--- config.mk ---
export PLATFORM = sky130hd
export DESIGN_NAME = alu_arbiter
export DESIGN_NICKNAME = d
export VERILOG_FILES = /design/src/rtl/alu_arbiter.sv
export SDC_FILE = /design/constraint.sdc
export NUM_CORES = 1
export LEC_CHECK = 0
export CAP_MARGIN = 30
export CORE_AREA = 4 4 210 212
export DETAILED_ROUTE_END_ITERATION = 12
export DIE_AREA = 0 0 214 216
export PLACE_DENSITY = 0.47
export SYNTH_ARGS = -nofsm -noshare
export SYNTH_HDL_FRONTEND = slang
export SYNTH_SLANG_ARGS = --single-unit
--- constraint.sdc ---
create_clock -name clk -period 2.4 [get_ports clk]
set_input_delay 0.48 -clock clk [delete_from_list [all_inputs] [get_ports clk]]
set_output_delay 0.48 -clock clk [all_outputs]
set_load 0.02 [all_outputs]
--- src/rtl/alu_arbiter.sv ---
// Two-requester round-robin front end for one shared 64-bit ALU: request handshake, one EXEC cycle, registered response.
// Latency is handshake edge N, resp_valid in cycle N+2. Requests are refused outside IDLE, and RESP holds until the owner takes the response.
module alu_arbiter (
    input  logic        clk,
    input  logic        reset,
    input  logic [1:0]  req_valid,
    output logic [1:0]  req_ready,
    input  logic [63:0] req0_a,
    input  logic [63:0] req0_b,
    input  logic [63:0] req1_a,
    input  logic [63:0] req1_b,
    input  logic [3:0]  req0_op,
    input  logic [3:0]  req1_op,
    input  logic [2:0]  req0_funct3,
    input  logic [2:0]  req1_funct3,
    output logic [63:0] alu_a,
    output logic [63:0] alu_b,
    output logic [3:0]  alu_op,
    output logic [2:0]  alu_funct3,
    input  logic [63:0] alu_result,
    input  logic        alu_zero,
    output logic [1:0]  resp_valid,
    input  logic [1:0]  resp_ready,
    output logic [63:0] resp_result,
    output logic        resp_zero,
    output logic        busy
);

    typedef enum logic [1:0] {
        ST_IDLE = 2'd0,
        ST_EXEC = 2'd1,
        ST_RESP = 2'd2
    } state_t;

    state_t      r_state;
    state_t      w_state_nxt;
    logic        r_owner;
    logic        r_last_grant;
    logic [63:0] r_a;
    logic [63:0] r_b;
    logic [3:0]  r_op;
    logic [2:0]  r_funct3;
    logic [63:0] r_resp_result;
    logic        r_resp_zero;
    logic        w_grant_id;
    logic        w_hs;

    // On a tie the requester that did not win last time goes next.
    assign w_grant_id = (req_valid == 2'b11) ? ~r_last_grant : req_valid[1];

    always_comb begin
        w_state_nxt = r_state;
        req_ready   = 2'b00;
        resp_valid  = 2'b00;
        w_hs        = 1'b0;
        case (r_state)
            ST_IDLE: begin
                if (req_valid != 2'b00) begin
                    req_ready   = w_grant_id ? 2'b10 : 2'b01;
                    w_hs        = 1'b1;
                    w_state_nxt = ST_EXEC;
                end
            end
            ST_EXEC: begin
                w_state_nxt = ST_RESP;
            end
            ST_RESP: begin
                resp_valid = r_owner ? 2'b10 : 2'b01;
                if (resp_ready[r_owner]) begin
                    w_state_nxt = ST_IDLE;
                end
            end
            default: begin
                w_state_nxt = ST_IDLE;
            end
        endcase
    end

    always_ff @(posedge clk) begin
        if (reset) begin
            r_state       <= ST_IDLE;
            r_owner       <= 1'b0;
            r_last_grant  <= 1'b1;
            r_a           <= '0;
            r_b           <= '0;
            r_op          <= '0;
            r_funct3      <= '0;
            r_resp_result <= '0;
            r_resp_zero   <= 1'b0;
        end else begin
            r_state <= w_state_nxt;
            if (w_hs) begin
                r_owner      <= w_grant_id;
                r_last_grant <= w_grant_id;
                r_a          <= w_grant_id ? req1_a      : req0_a;
                r_b          <= w_grant_id ? req1_b      : req0_b;
                r_op         <= w_grant_id ? req1_op     : req0_op;
                r_funct3     <= w_grant_id ? req1_funct3 : req0_funct3;
            end
            if (r_state == ST_EXEC) begin
                r_resp_result <= alu_result;
                r_resp_zero   <= alu_zero;
            end
        end
    end

    assign alu_a       = r_a;
    assign alu_b       = r_b;
    assign alu_op      = r_op;
    assign alu_funct3  = r_funct3;
    assign resp_result = r_resp_result;
    assign resp_zero   = r_resp_zero;
    assign busy        = (r_state != ST_IDLE);

endmodule

==> impl_metrics.csv, run 1 <==
group,metric,value,unit
synth,avgSynthCellArea,7.93,um^2
global_routing,grt_pass1_wl,67.8,mm
finish,fill_cells,4350,
global_routing,grt-ovfl-total,0,
synth,syn-cell-area,8710,um^2
sta,layout_setup_ws,0.0950,ns
min_path,hold_path_class,"in2reg",
synth,synth.distinct_cells,29,
detailed_routing,vias,10514,
finish,final_common_cell,"clkdlybuf4s50_1",
sta,finalCriticalPeriod,2.30,ns
synth,syn-num-nets,1440,
detailed_routing,wl_per_cell,21.4,um
finish,final_cell_mix,"clkdlybuf4s50_1, dfxtp_1, nand2_1",
worst_setup_path,crit_start,"r_state[1]$_SDFFE_PP0P_",
detailed_routing,drcViolationCount,0,
min_path,min-delay-start,"reset",
clock_tree,htree_levels,1,
worst_setup_path,crit_type,"reg2out",
synth,ys_warn_count,0,
floorplanning,coreArea,41900,um^2
sta,finalCritPeriodShare,96.0,%
synth,yosysSeqAreaShare,46.9,%
floorplanning,initial_utilization,20.8,%
detailed_routing,dr.pass1.iters,5,
clock_tree,cts_buffer_depth,3,
clock_tree,cts_made_buffers,26,
sta,relSlewSlack,34.2,%
power_and_ir_drop,powerDensity,688,nW/um^2
global_routing,grt_usage,18.4,%
sta,rsz0062_at_grt,"no",
worst_setup_path,worstReg2RegStart,"r_state[1]$_SDFFE_PP0P_",
floorplanning,io-pin-count,546,
job,drv_cap,0,
clock_tree,clk_pin_slew,0.06,ns
floorplanning,die_h,216,um
synth,yosys.area.top_type,"dfxtp_1",
placed_design,place_inst,2083,
worst_setup_path,crit_fanout,6,
placed_design,io_buffers,545,
global_routing,grt_max_degree,166,
power_and_ir_drop,leakage,0.00531,uW
floorplanning,die_x,214,um
worst_setup_path,required,1.92,ns
finish,nets,1913,
detailed_routing,wl,45.7,mm
sta,finClkSkew,0.0140,ns
sta,worst_slew_pin_slew,0.987,ns
placed_design,gp_congestion,0.785,
sta,holdWs,0.414,ns
detailed_routing,drt-initial-drc-count,586,
sta,hold_viol_final,0,
worst_setup_path,start_kind,"register",
placed_design,place_ws,-0.144,ns
synth,ys_ff_latch,204,
clock_tree,clk-insertion-delay-late,0.54,ns
synth,synth_top_area_share,46.9,%
detailed_routing,viasPerCell,4.93,
sta,setup_viol,0,
clock_tree,cts_tree,"yes",
global_routing,antenna_found_initial,10,
power_and_ir_drop,peakVddDrop,0.000474,V
finish,drive_gt1_share,5.54,%
worst_setup_path,crit_path_end_kind,"output pin",
clock_tree,ctsHoldBuffers,0,
status,status,"completed",
clock_tree,clkSinkCount,204,
clock_tree,root_buffer,"clkbuf_16",
sta,slew_violations,0,
detailed_routing,antenna_left,0,
synth,synthCells,1099,
synth,synthTopCellsByArea,"dfxtp_1, a31oi_1, nand4_1, nand2_1, nand3_1",
finish,syn2layout_area_growth,78.5,%
sta,fmax,0.434,GHz
placed_design,dp_hpwl,31.5,mm
global_routing,grt_pass1_vias,10402,
worst_setup_path,arrival,1.82,ns
floorplanning,dieArea,46200,um^2
floorplanning,rows,75,
finish,fin_cells,2134,
metal layers:
metal / track usage (%) / share of wire [%] / vias up
met5: 0 / 0.096 / -
met4: 4.60 / 2.2 / 8
met3: 7.99 / 10 / 52
met2: 30.0 / 46 / 442
met1: 22.4 / 41 / 5007
li1: - / - / 5005
cells by family after synthesis:
group / share of synthesized area (%)
AO/OA/AOI/OAI: 22.2
buffers and inverters: 7.61
flip-flops: 46.9
multiplexers: 0.115
AND/OR/NAND/NOR: 23.2
path summary, 6_finish.rpt:
check             slack, ns                      endpoint  cells after the start
setup / recovery        0.1                 resp_valid[1]                      2
hold / removal         0.41  resp_result[26]$_SDFFE_PP0N_                      2
setup reg to reg       0.48        alu_b[33]$_SDFFE_PP0P_                      4
hold reg to reg        0.45  resp_result[47]$_SDFFE_PP0N_                      2
state kept, by name (all words and copies together) (netlist names):
register / flops
alu_b: 64
resp_zero: 1
alu_op: 4
alu_a: 64
r_owner: 1
r_state: 2
alu_funct3: 3
resp_result: 64
r_last_grant: 1
cell usage after synthesis (all sizes together):
library cell  number
dfxtp            204
nand2            168
o21ai            118
a31oi            117
nand3            117
nand4            117
a21oi             85
buf               71
clkbuf            66
a311oi            18
nor2               5
inv                2
nand2b             2
a211o              1
a21bo              1
a21boi             1
and3b              1
mux2i              1
nand3b             1
nor2b              1
nor3b              1
or2                1
final cells by class:
class / count / area [um^2] / area share (%)
antenna: 6 / 15.0 / 0.0965
clock buffer: 40 / 805 / 5.17
clock inverter: 5 / 50.0 / 0.322
inverter: 2 / 8.76 / 0.0563
multi-input combinational: 756 / 4010 / 25.8
sequential: 204 / 4080 / 26.2
tap: 539 / 674 / 4.33
timing repair buffer: 582 / 5910 / 38.0
what timing repair did:
item	in CTS	in global routing
setup endpoints to repair	4	0
hold endpoints to repair	0	0
gates resized for setup	4	0
buffers inserted	0	0
power breakdown:
| group | internal (uW) | switching [uW] |
|---|---|---|
| combinational | 1370 | 1530 |
| clock | 2390 | 1550 |
| sequential | 3700 | 161 |
critical path: stages, from the launching register on:
cell and delay, ns:
dfxtp_1 0.47, and3b_1 0.21, clkdlybuf4s50_1 0.62
stage by stage:
stage	cell area, um^2	total power [uW]	utilization [%]	setup TNS (ns)
3_5_place_dp	14700	6870	35.0	-2.35
6_report	15600	10700	37.1	0
5_1_grt	15600	11200	37.1	0
2_1_floorplan	8710	5260	-	0
4_1_cts	15500	10900	37.1	0
3_3_place_gp	14700	6860	35.0	-3.09
Note: power is estimated with default switching activity, not from simulation.
==> run 2, diff against run 1 <==
Settings changed: CORE_AREA 4 4 210 212 to 4 4 209 211, CTS_BUF_LIST set to sky130_fd_sc_hd__clkbuf_4 sky130_fd_sc_hd__clkbuf_8, DIE_AREA 0 0 214 216 to 0 0 213 215, PLACE_DENSITY 0.47 to 0.48.
==> run 2 against run 1 <==
Effect of this change:
- final area about the same
- via count increased by 0.91%
- first-iteration DRC count decreased by 0.51%
- sequential power about the same
- final cell count increased by 1.2%
- setup slack improved by 0.020 ns
- critical path depth increased by 3
- non-clock buffer count decreased by 3
- maximum frequency increased by 0.87%
- highest routed layer unchanged
==> impl_metrics.csv, run 2 (synthesis results as in run 1) <==
group,metric,value,unit
clock_tree,cts_tree,"yes",
sta,rsz0062_at_grt,"no",
min_path,hold_path_class,"in2reg",
global_routing,grt_usage,18.4,%
min_path,min-delay-start,"reset",
global_routing,grt_pass1_vias,10477,
global_routing,met3_usage,7.25,%
sta,fin_setup_tns,0,ns
finish,syn2layout_area_growth,78.5,%
worst_setup_path,required,1.92,ns
floorplanning,coreArea,41800,um^2
sta,setup_viol,0,
global_routing,grt_max_degree,148,
finish,final_common_cell,"clkdlybuf4s50_1",
floorplanning,die_x,213,um
clock_tree,htree_levels,2,
placed_design,place_inst,2076,
worst_setup_path,crit_path_end_kind,"output pin",
floorplanning,io-pin-count,546,
worst_setup_path,arrival,1.81,ns
detailed_routing,viasPerCell,4.91,
clock_tree,root_buffer,"clkbuf_8",
clock_tree,clk-insertion-delay-late,0.58,ns
floorplanning,rows,75,
detailed_routing,drt-initial-drc-count,583,
finish,multi_input_area,4010,um^2
sta,holdWs,0.346,ns
placed_design,io_buffers,545,
global_routing,grt-ovfl-total,0,
worst_setup_path,worstReg2RegStart,"r_state[1]$_SDFFE_PP0P_",
worst_setup_path,start_kind,"primary input",
finish,seq_area,4080,um^2
sta,finalCritPeriodShare,95.2,%
global_routing,grt.busiest_layer,"met2",
detailed_routing,dr.pass1.iters,5,
floorplanning,dieArea,45800,um^2
clock_tree,cts_made_buffers,41,
detailed_routing,antenna_left,0,
sta,worst_slew_pin_slew,0.873,ns
min_path,hold_depth,2,
sta,finalCriticalPeriod,2.29,ns
sta,hold_viol_final,0,
sta,slew_violations,0,
worst_setup_path,worst_r2r_path_depth,7,
worst_setup_path,crit_type,"in2out",
finish,final_cell_mix,"clkdlybuf4s50_1, dfxtp_1, nand2_1",
detailed_routing,drcViolationCount,0,
worst_setup_path,r2r-end,"alu_b[34]$_SDFFE_PP0P_",
placed_design,dp_hpwl,30.9,mm
clock_tree,clk_pin_slew,0.06,ns
detailed_routing,vias,10610,
power_and_ir_drop,leakage,0.00535,uW
finish,fin_util,37.3,%
status,status,"completed",
worst_setup_path,rrSetupSlack,0.39,ns
sta,finClkSkew,0.0141,ns
power_and_ir_drop,peakVddDrop,0.000305,V
finish,fill_cells,4380,
power_and_ir_drop,finalPower,10700,uW
global_routing,gr-usage-met1,22.2,%
floorplanning,initial_utilization,20.9,%
clock_tree,cts_buffer_depth,3,
finish,nets,1925,
placed_design,gp_congestion,0.764,
clock_tree,ctsHoldBuffers,0,
floorplanning,die_h,215,um
global_routing,use_met2,29.5,%
job,drv_cap,0,
finish,fin_cells,2159,
global_routing,grt_pass1_wl,66.3,mm
worst_setup_path,crit_fanout,4,
detailed_routing,wl,45.0,mm
min_path,min_to,"r_state[0]$_SDFFE_PP0P_",
finish,drive_gt1_share,7.49,%
sta,fmax,0.438,GHz
clock_tree,clkSinkCount,204,
global_routing,antenna_found_initial,9,
worst_setup_path,crit_start,"req_valid[1]",
detailed_routing,wl_per_cell,20.9,um
sta,relSlewSlack,41.8,%
power_and_ir_drop,powerDensity,690,nW/um^2
[run 2: cell types whose count changed in the layout (fill, tap and decap cells not counted)]
| cell | before | now |
|---|---|---|
| clkbuf_8 | 8 | 58 |
| clkbuf_16 | 27 | 0 |
| clkbuf_4 | 0 | 15 |
| clkbuf_1 | 5 | 0 |
| buf_12 | 15 | 12 |
| clkinv_2 | 5 | 2 |
| diode_2 | 6 | 4 |
| bufinv_16 | 1 | 0 |
| clkbuf_2 | 0 | 1 |
| clkdlybuf4s50_1 | 539 | 538 |
| clkinvlp_4 | 0 | 1 |
[run 2: worst max-delay path: stages]
cell and delay (ns):
clkdlybuf4s50_1 0.55, a21boi_4 0.23, nand2_1 0.09, inv_1 0.08, dlygate4sd2_1 0.37
[run 2: how the worst max path moves through the flow]
stage	endpoint	slack (ns)	depth (start not counted)
global placement	req_ready[1]	-0.16	5
finish	req_ready[1]	0.11	5
global route	req_ready[1]	0.04	5
floorplan	req_ready[0]	0.70	4
CTS	req_ready[0]	0.01	4
detailed placement	req_ready[1]	-0.16	5
[run 2: area by class of cell]
type	count	share of cell area, %
antenna	4	0.0643
clock buffer	73	5.85
clock inverter	2	0.0804
inverter	2	0.0563
multi-input combinational	756	25.8
sequential	204	26.2
tap	539	4.33
timing repair buffer	579	37.6
[run 2: stage by stage]
step | setup slack [ns] | cell area (um^2)
global placement | -0.160 | 14600
floorplan | 0.702 | 8710
detailed placement | -0.164 | 14600
CTS | 0.0143 | 15500
global route | 0.0384 | 15600
finish | 0.115 | 15600
[run 2: layer usage]
metal,wire length [um],up-vias
met4,1440,10
met1,18000,4970
met2,20600,504
met3,4920,91
met5,69,-
li1,-,5035
[run 2: power breakdown]
| part | total [uW] | internal, uW | switching (uW) |
|---|---|---|---|
| Sequential | 3860 | 3700 | 162 |
| Clock | 3980 | 2360 | 1620 |
| Combinational | 2900 | 1370 | 1530 |
[run 2: what timing repair did]
item | in CTS | in global routing
setup endpoints to repair | 5 | 2
cloned | 0 | 0
buffers inserted | 0 | 4
pin swaps | 0 | 1
hold endpoints to repair | 0 | 0
gates resized for setup | 6 | 1
==> run 3, diff against run 2 <==
Settings changed: PLACE_DENSITY 0.48 to not set.
==> run 3 against run 2 <==
Effect of this change:
- sequential share of layout area is 0.18 points higher
- clock skew hardly changed
- wire length is 6.6% lower
- combinational power hardly changed
- total power is 5.5% lower
- maximum frequency is 0.32% lower
- non-clock buffer count is 5 higher
- critical path depth stayed put
- via count is 0.10% higher
- first-iteration DRC count is 16% higher
- register-to-register slack hardly changed
- sequential power hardly changed
- critical endpoint unchanged
- largest cell class unchanged
- largest power group is now registers
- highest routed layer is now met4
==> impl_metrics.csv, run 3 (synthesis results as in run 1) <==
group,metric,value,unit
floorplanning,io-pin-count,546,
power_and_ir_drop,finalPower,10200,uW
detailed_routing,wl_per_cell,19.6,um
worst_setup_path,r2r-end,"alu_a[43]$_SDFFE_PP0P_",
finish,final_cell_mix,"clkdlybuf4s50_1, dfxtp_1, nand2_1",
power_and_ir_drop,switchingPower,3160,uW
clock_tree,clk_pin_slew,0.06,ns
sta,hold_viol_final,0,
clock_tree,clkSinkCount,204,
sta,finClkSkew,0.0145,ns
power_and_ir_drop,p_seq_share,38.1,%
worst_setup_path,worstReg2RegStart,"r_state[0]$_SDFFE_PP0P_",
global_routing,grt_max_degree,173,
detailed_routing,drt-initial-drc-count,674,
detailed_routing,antenna_left,0,
power_and_ir_drop,swShare,31.1,%
power_and_ir_drop,powerDensity,657,nW/um^2
detailed_routing,vias,10621,
placed_design,gp_congestion,0.826,
sta,setup_viol,0,
worst_setup_path,required,1.92,ns
job,drv_cap,0,
worst_setup_path,worst_r2r_path_depth,5,
power_and_ir_drop,pwr-share-clk,33.5,%
power_and_ir_drop,leakage,0.00528,uW
global_routing,grt_pass1_vias,10795,
clock_tree,post_cts.repair.setup_buffers,0,
sta,slew_violations,0,
placed_design,io_buffers,545,
detailed_routing,wl,42.1,mm
placed_design,dp_hpwl,29.3,mm
clock_tree,htree_levels,2,
finish,drive_gt1_share,7.15,%
clock_tree,clk-insertion-delay-late,0.54,ns
global_routing,antenna_found_initial,2,
floorplanning,dieArea,45800,um^2
global_routing,grt_pass1_wl,62.8,mm
power_and_ir_drop,p_int,6990,uW
power_and_ir_drop,pwr-share-comb,28.4,%
worst_setup_path,crit_fanout,4,
clock_tree,cts_buffer_depth,3,
finish,multi_input_area,4010,um^2
min_path,hold_depth,2,
finish,design_area,15500,um^2
sta,fmax,0.436,GHz
worst_setup_path,crit_path_end_kind,"output pin",
floorplanning,coreArea,41800,um^2
min_path,min_to,"r_state[0]$_SDFFE_PP0P_",
floorplanning,initial_utilization,20.9,%
worst_setup_path,rrSetupSlack,0.38,ns
finish,seq_area,4090,um^2
clock_tree,cts_tree,"yes",
finish,syn2layout_area_growth,77.4,%
detailed_routing,viasPerCell,4.94,
finish,final_common_cell,"clkdlybuf4s50_1",
status,status,"completed",
detailed_routing,dr.pass1.iters,5,
clock_tree,root_buffer,"clkbuf_8",
floorplanning,die_h,215,um
detailed_routing,drcViolationCount,0,
clock_tree,cts_made_buffers,39,
sta,relSlewSlack,33.1,%
worst_setup_path,start_kind,"primary input",
finish,nets,1928,
floorplanning,rows,75,
worst_setup_path,arrival,1.81,ns
min_path,hold_path_class,"in2reg",
sta,finalCritPeriodShare,95.5,%
min_path,min-delay-start,"reset",
placed_design,place_area,14700,um^2
power_and_ir_drop,peakVddDrop,0.000366,V
global_routing,grt-ovfl-total,0,
floorplanning,die_x,213,um
sta,finalCriticalPeriod,2.29,ns
sta,worst_slew_pin_slew,1.00,ns
global_routing,grt_usage,17.1,%
worst_setup_path,crit_type,"in2out",
finish,fill_cells,4303,
-- run 3: changes by cell type in the layout (fill, tap and decap cells not counted), moves of 2 or more --
cell | before | now
clkbuf_8 | 58 | 44
buf_12 | 12 | 15
buf_4 | 23 | 25
clkbuf_4 | 15 | 17
diode_2 | 4 | 2
dlygate4sd2_1 | 4 | 2
-- run 3: layout make-up --
cell class	instances	area share, %
tap	539	4.36
multi-input combinational	756	25.9
clock inverter	1	0.0486
antenna	2	0.0324
sequential	204	26.4
timing repair buffer	584	38.4
clock buffer	61	4.74
inverter	2	0.0567
-- run 3: power groups by stage --
stage               clock network [uW]  logic [uW]  registers [uW]
finish                            3400        2890            3870
CTS                               3550        2910            3870
floorplan                            0         986            4280
detailed placement                   0        2910            3930
global route                      3700        3100            3900
global placement                     0        2890            3920
-- run 3: what timing repair did --
item,in CTS,in global routing
gates resized for setup,7,2
hold buffers,0,0
setup endpoints to repair,5,2
pin swaps,0,0
-- run 3: worst max-delay path, stage by stage --
cell,delay (ns)
clkdlybuf4s50_1,0.56
a21boi_4,0.26
nand2_1,0.10
inv_1,0.08
clkdlybuf4s15_1,0.32
-- run 3: worst max path at each step --
stage | startpoint | endpoint | slack, ns
after floorplan | req_valid[1] | req_ready[0] | 0.70
after global placement | req_valid[1] | req_ready[0] | -0.38
after detailed placement | req_valid[1] | req_ready[0] | -0.34
after CTS | r_state[0]$_SDFFE_PP0P_ | req_ready[0] | 0.02
after global routing | req_valid[1] | req_ready[1] | -0.006
final | req_valid[1] | req_ready[1] | 0.11
-- run 3: routing by layer --
layer	routed length, um	global-route usage, %
met4	1040	4.96
met5	0	0
met2	19900	28.6
met1	16600	20.0
met3	4580	7.09
-- run 3: per-stage QoR --
stage	hold slack [ns]	cells	TNS, ns	utilization [%]	setup slack [ns]
6_report	0.413	2149	0	37.0	0.107
3_3_place_gp	0.441	2085	-9.56	35.2	-0.382
4_1_cts	0.364	2147	0	37.0	0.0184
3_5_place_dp	0.445	2085	-14.53	35.2	-0.342
5_1_grt	0.378	2148	-0.00641	37.0	-0.00641
2_1_floorplan	0.474	1099	0	-	0.702
